[src/rtl/tx_fifo_feeder.sv]
// tx_fifo_feeder
//   Upstream stage of the UART transmitter. Host-written characters are
//   buffered in a DEPTH-entry FIFO, or in a single holding register when FIFO
//   mode is off. Each character is formatted into a 9-bit word: data bits
//   masked to the word length, with the parity bit placed just above them.
//   The block issues one start pulse per frame and waits for the transmitter's
//   end-of-frame pulse before it starts the next frame.
//
// Ports
//   clk, rst_n        clock, asynchronous active-low reset
//   wr_en, wr_data    host THR write strobe and character
//   fifo_en           1 = FIFO of DEPTH entries, 0 = single holding register
//   fifo_clr          pulse; flushes buffered characters
//   word_length       data bits = 5 + word_length
//   parity_en, even_parity, stick_parity   line control parity setup
//   po_flag           end-of-frame pulse from the transmitter
//   pi_tx_data        formatted word, held stable for the whole frame
//   pi_flag           one-cycle frame start pulse
//   tx_count          characters currently buffered
//   thre, temt        buffer empty / buffer empty and transmitter idle
//   wr_drop           one-cycle pulse when a write hit a full buffer
//
// state | meaning
// ------+-------------------------------------------------------------
// IDLE  | no frame in flight; pops the head as soon as tx_count > 0
// SEND  | frame in flight; waits for po_flag, pi_tx_data held stable
module tx_fifo_feeder #(
  parameter int DEPTH  = 16,
  parameter int ADDR_W = 4
) (
  input  logic              clk,
  input  logic              rst_n,
  input  logic              wr_en,
  input  logic [7:0]        wr_data,
  input  logic              fifo_en,
  input  logic              fifo_clr,
  input  logic [1:0]        word_length,
  input  logic              parity_en,
  input  logic              even_parity,
  input  logic              stick_parity,
  input  logic              po_flag,
  output logic [8:0]        pi_tx_data,
  output logic              pi_flag,
  output logic [ADDR_W:0]   tx_count,
  output logic              thre,
  output logic              temt,
  output logic              wr_drop
);

  typedef enum logic {IDLE, SEND} state_t;

  state_t              state;
  state_t              state_nxt;
  logic [7:0]          mem [DEPTH];
  logic [ADDR_W-1:0]   wr_ptr;
  logic [ADDR_W-1:0]   rd_ptr;
  logic                fifo_en_q;

  logic                flush;
  logic                full;
  logic                pop;
  logic                push;
  logic                drop;
  logic [ADDR_W:0]     capacity;
  logic [ADDR_W:0]     count_nxt;
  logic [7:0]          head;

  // Mask to the word length, then put the parity bit directly above the data.
  function automatic logic [8:0] format_word(input logic [7:0] d,
                                             input logic [1:0] wl,
                                             input logic       pen,
                                             input logic       ep,
                                             input logic       sp);
    logic [7:0] mask;
    logic [7:0] m;
    logic       par;
    logic [8:0] w;
    mask = 8'hFF >> (2'd3 - wl);
    m    = d & mask;
    par  = sp ? ~ep : (ep ? ^m : ~^m);
    w    = {1'b0, m};
    if (pen && par) begin
      w = w | (9'd1 << (4'd5 + {2'b00, wl}));
    end
    return w;
  endfunction

  always_comb begin
    // Toggling FIFO mode changes the buffer geometry, so treat it as a flush.
    flush    = fifo_clr | (fifo_en ^ fifo_en_q);
    capacity = fifo_en ? (ADDR_W+1)'(DEPTH) : (ADDR_W+1)'(1);
    full     = (tx_count >= capacity);
    pop      = (state == IDLE) && (tx_count != '0) && !flush;
    // A pop in the same cycle frees a slot, so a write at full is still taken.
    push     = wr_en && !flush && (!full || pop);
    drop     = wr_en && !flush && full && !pop;
    head     = mem[rd_ptr];

    if (flush) begin
      count_nxt = '0;
    end else begin
      count_nxt = tx_count + (ADDR_W+1)'(push) - (ADDR_W+1)'(pop);
    end

    state_nxt = state;
    case (state)
      IDLE: if (pop)     state_nxt = SEND;
      SEND: if (po_flag) state_nxt = IDLE;
      default:           state_nxt = IDLE;
    endcase
  end

  always_ff @(posedge clk) begin
    if (push) begin
      mem[wr_ptr] <= wr_data;
    end
  end

  always_ff @(posedge clk or negedge rst_n) begin
    if (!rst_n) begin
      state      <= IDLE;
      wr_ptr     <= '0;
      rd_ptr     <= '0;
      fifo_en_q  <= 1'b0;
      tx_count   <= '0;
      pi_tx_data <= '0;
      pi_flag    <= 1'b0;
      thre       <= 1'b1;
      temt       <= 1'b1;
      wr_drop    <= 1'b0;
    end else begin
      state     <= state_nxt;
      fifo_en_q <= fifo_en;
      tx_count  <= count_nxt;
      wr_drop   <= drop;
      pi_flag   <= 1'b0;
      thre      <= (count_nxt == '0);
      temt      <= (count_nxt == '0) && (state_nxt == IDLE);

      if (flush) begin
        wr_ptr <= '0;
        rd_ptr <= '0;
      end else begin
        if (push) wr_ptr <= wr_ptr + ADDR_W'(1);
        if (pop)  rd_ptr <= rd_ptr + ADDR_W'(1);
      end

      // Line control is captured only here, so mid-frame changes are ignored.
      if (pop) begin
        pi_tx_data <= format_word(head, word_length, parity_en,
                                  even_parity, stick_parity);
        pi_flag    <= 1'b1;
      end
    end
  end

endmodule
[config.mk]
export PLATFORM = sky130hd
export DESIGN_NAME = tx_fifo_feeder
export DESIGN_NICKNAME = d
export VERILOG_FILES = /design/src/rtl/tx_fifo_feeder.sv
export SDC_FILE = /design/constraint.sdc
export NUM_CORES = 1
export LEC_CHECK = 0
export ABC_AREA = 1
export CELL_PAD_IN_SITES_DETAIL_PLACEMENT = 1
export CELL_PAD_IN_SITES_GLOBAL_PLACEMENT = 1
export CORE_MARGIN = 2
export CORE_UTILIZATION = 45
export DETAILED_ROUTE_END_ITERATION = 10
export DONT_BUFFER_PORTS = 1
export GPL_ROUTABILITY_DRIVEN = 0
export MAX_ROUTING_LAYER = met4
export PLACE_DENSITY_LB_ADDON = 0.1
export SYNTH_ARGS = -nofsm -noshare
export SYNTH_HDL_FRONTEND = slang
export SYNTH_SLANG_ARGS = --single-unit
[constraint.sdc]
create_clock -name clk -period 6.8 [get_ports clk]
set_clock_uncertainty 0.05 [all_clocks]
set_input_delay 1.36 -clock clk [delete_from_list [all_inputs] [get_ports clk]]
set_output_delay 1.36 -clock clk [all_outputs]
set_load 0.05 [all_outputs]
==> flow_summary.json <==
{
  "met2_length_um": 8880,
  "cts-buffers-inserted": 17,
  "vias": 4674,
  "finalSetupTns_ps": 0,
  "drtIter0Drc": 321,
  "antenna_cells": 0,
  "hold_buffers": 0,
  "cp-end-kind": "flop",
  "drc": 0,
  "wirelength_um": 17200,
  "grt_first_pass_wirelength_um": 27200,
  "start_util_pct": 46.1,
  "worstSetupPathType": "in2reg",
  "hold_class": "reg2reg",
  "tightest_slew_ps": 855,
  "io_pins": 37,
  "ys_warn_count": 0,
  "p_per_area_nw_per_um2": 318,
  "hold_viol": 0,
  "relSlewSlack_pct": 42.8,
  "syn_avg_cell_area_um2": 10.1,
  "drv_cap": 0,
  "cellLeakagePower_nw": 3.09,
  "post_cts_buffers": 0,
  "m1WireLength_um": 7480,
  "setup_viol": 0,
  "ir_worst_vdd_v": 0.000187,
  "fmax_mhz": 246,
  "row_count": 45,
  "nets": 728,
  "final.period_utilization_pct": 59.7,
  "grt_pass1_vias": 4940,
  "required_ps": 7070,
  "worst_r2r_path_depth": 21,
  "final_layout_size_suffix_gt1_share_pct": 7.78,
  "grt_use_total_pct": 22.9,
  "top_layer": "met4",
  "fp.dieH_um": 129,
  "port_buffers": 0,
  "first_pass_iters": 5,
  "ctsResizeCount": 0,
  "htree_levels": 4,
  "coreArea_um2": 15300,
  "placed_cell_area_um2": 7150,
  "ys_seq_elements": 156,
  "final_cells": 918,
  "worstPathArrival_ps": 4330,
  "synth_flop_cell": "edfxtp_1",
  "cts.sinks": 156,
  "clockBufferDepth": 2,
  "min_path_cells": 1,
  "clkTransAtPathRegs_ps": 60,
  "yosys.area.top_type": "edfxtp_1",
  "dpl.hpwl_um": 11600,
  "min_period_ps": 4060,
  "synth_edf_count": 128,
  "dieWidth_um": 129,
  "area_growth_pct": 9.37,
  "yosys.cell_types.count": 37,
  "crit_fanout": 18,
  "syn-num-nets": 731,
  "vias_per_cell": 5.09,
  "dr_wl_met3_um": 685,
  "clk_latency_ps": 420,
  "final_cell_mix": "205 x nand2_1, 128 x edfxtp_1, 88 x nor2_1",
  "antenna_found_initial": 0,
  "ant_nets": 0,
  "cp-start-kind": "input port",
  "rsz0062_at_grt": "false",
  "synth_seq_area_share_pct": 64.7,
  "synthTopCellsByArea": "edfxtp_1 55%, nand2_1 11%, dfrtp_1 9.3%",
  "cts_tree": "done",
  "dieArea_um2": 16600,
  "async_reset_ff_share_pct": 17.9,
  "syn_inst": 697,
  "final_area_um2": 7680,
  "grt_max_degree": 65,
  "synthesis.area_um2": 7030,
  "layout_commonest_cell": "nand2_1",
  "drv_slew": 0,
  "overflow": 0,
  "wl_per_cell_um": 18.7,
  "synth_top_cell_area_share_pct": 54.7,
  "p_total_mw": 2.44,
  "post-place-cells": 886,
  "status": "completed",
  "clockRootBuffer": "clkbuf_16"
}
-- worst max-delay path, stage by stage --
cell	delay, ps
inv_1	80
nor2_1	70
nor3_4	260
inv_2	170
nor2_2	320
inv_2	210
o21ai_2	110
nand2_1	120
inv_2	140
nand2_1	80
nand2_1	80
ha_1	190
fa_1	210
inv_1	50
nor2_1	180
nor2_1	60
nor2_1	100
nor2_1	60
xor2_1	130
nor2_1	80
nor4_1	260
-- final cells by class --
class | instances | area, um^2
Sequential cell | 156 | 4550
Clock buffer | 18 | 429
Tap cell | 211 | 264
Multi-Input combinational cell | 442 | 2050
Timing Repair Buffer | 1 | 7.51
Inverter | 76 | 288
Fill cell | 1697 | 7570
Clock inverter | 14 | 103
-- metal layers --
metal,track usage (%),vias up
met5,-,-
met4,6.65,0
met3,3.87,7
met2,38.3,67
met1,29.0,2315
li1,-,2285
-- worst paths after layout --
path	from	to	slack (ps)
min in group asynchronous	rst_n	pi_tx_data[0]	580
worst max-delay path	fifo_en	temt	2740
worst min-delay path	wr_ptr[0]	wr_ptr[0]	560
max in group asynchronous	rst_n	temt	5940
worst max register to register	tx_count[2]	temt	2800
worst min register to register	wr_ptr[0]	wr_ptr[0]	560
-- cell families (layout without fill, tap and decap cells) --
group                      Yosys count  count (layout)  share of synthesized area (%)
and+or+nand+nor                    374             374                           22.0
adders and majority gates           15              15                           2.78
DFF                                156             156                           64.7
AOI/OAI and AO/OA                   51              51                           4.04
xor gates and xnor gates             2               2                          0.249
buffers and inverters               99             109                           6.18
-- sequential cells by signal (all words and copies together), names as in the netlist --
| signal | flops |
|---|---|
| wr_ptr | 4 |
| rd_ptr | 4 |
| fifo_en_q | 1 |
| wr_drop | 1 |
| thre | 1 |
| temt | 1 |
| mem | 128 |
| pi_flag | 1 |
| state | 1 |
| pi_tx_data | 9 |
| tx_count | 5 |
-- stage by stage --
stage               hold slack (ps)  utilization (%)  setup slack, ps
floorplan                       481                -             2880
global placement                521             46.9             2530
detailed placement              548             46.9             2230
CTS                             559             50.4             2680
global route                    562             50.4             2300
finish                          557             50.4             2740
-- synth_stat cells, drive strengths merged (4+ instances only) --
cell type  number
inv            76
a21oi          16
nand4           5
nor2           90
buf            20
nor3            5
nand3          58
ha             14
edfxtp        128
or2             4
dfrtp          26
o21ai          24
nand2         211
-- report_power, final --
group          internal [mW]  leakage (nW)  total, mW  switching, mW
sequential              1.08          1.51       1.23          0.152
combinational          0.102          1.32      0.352          0.250
clock                  0.495         0.249      0.865          0.370
(Power assumes the default switching activity.)
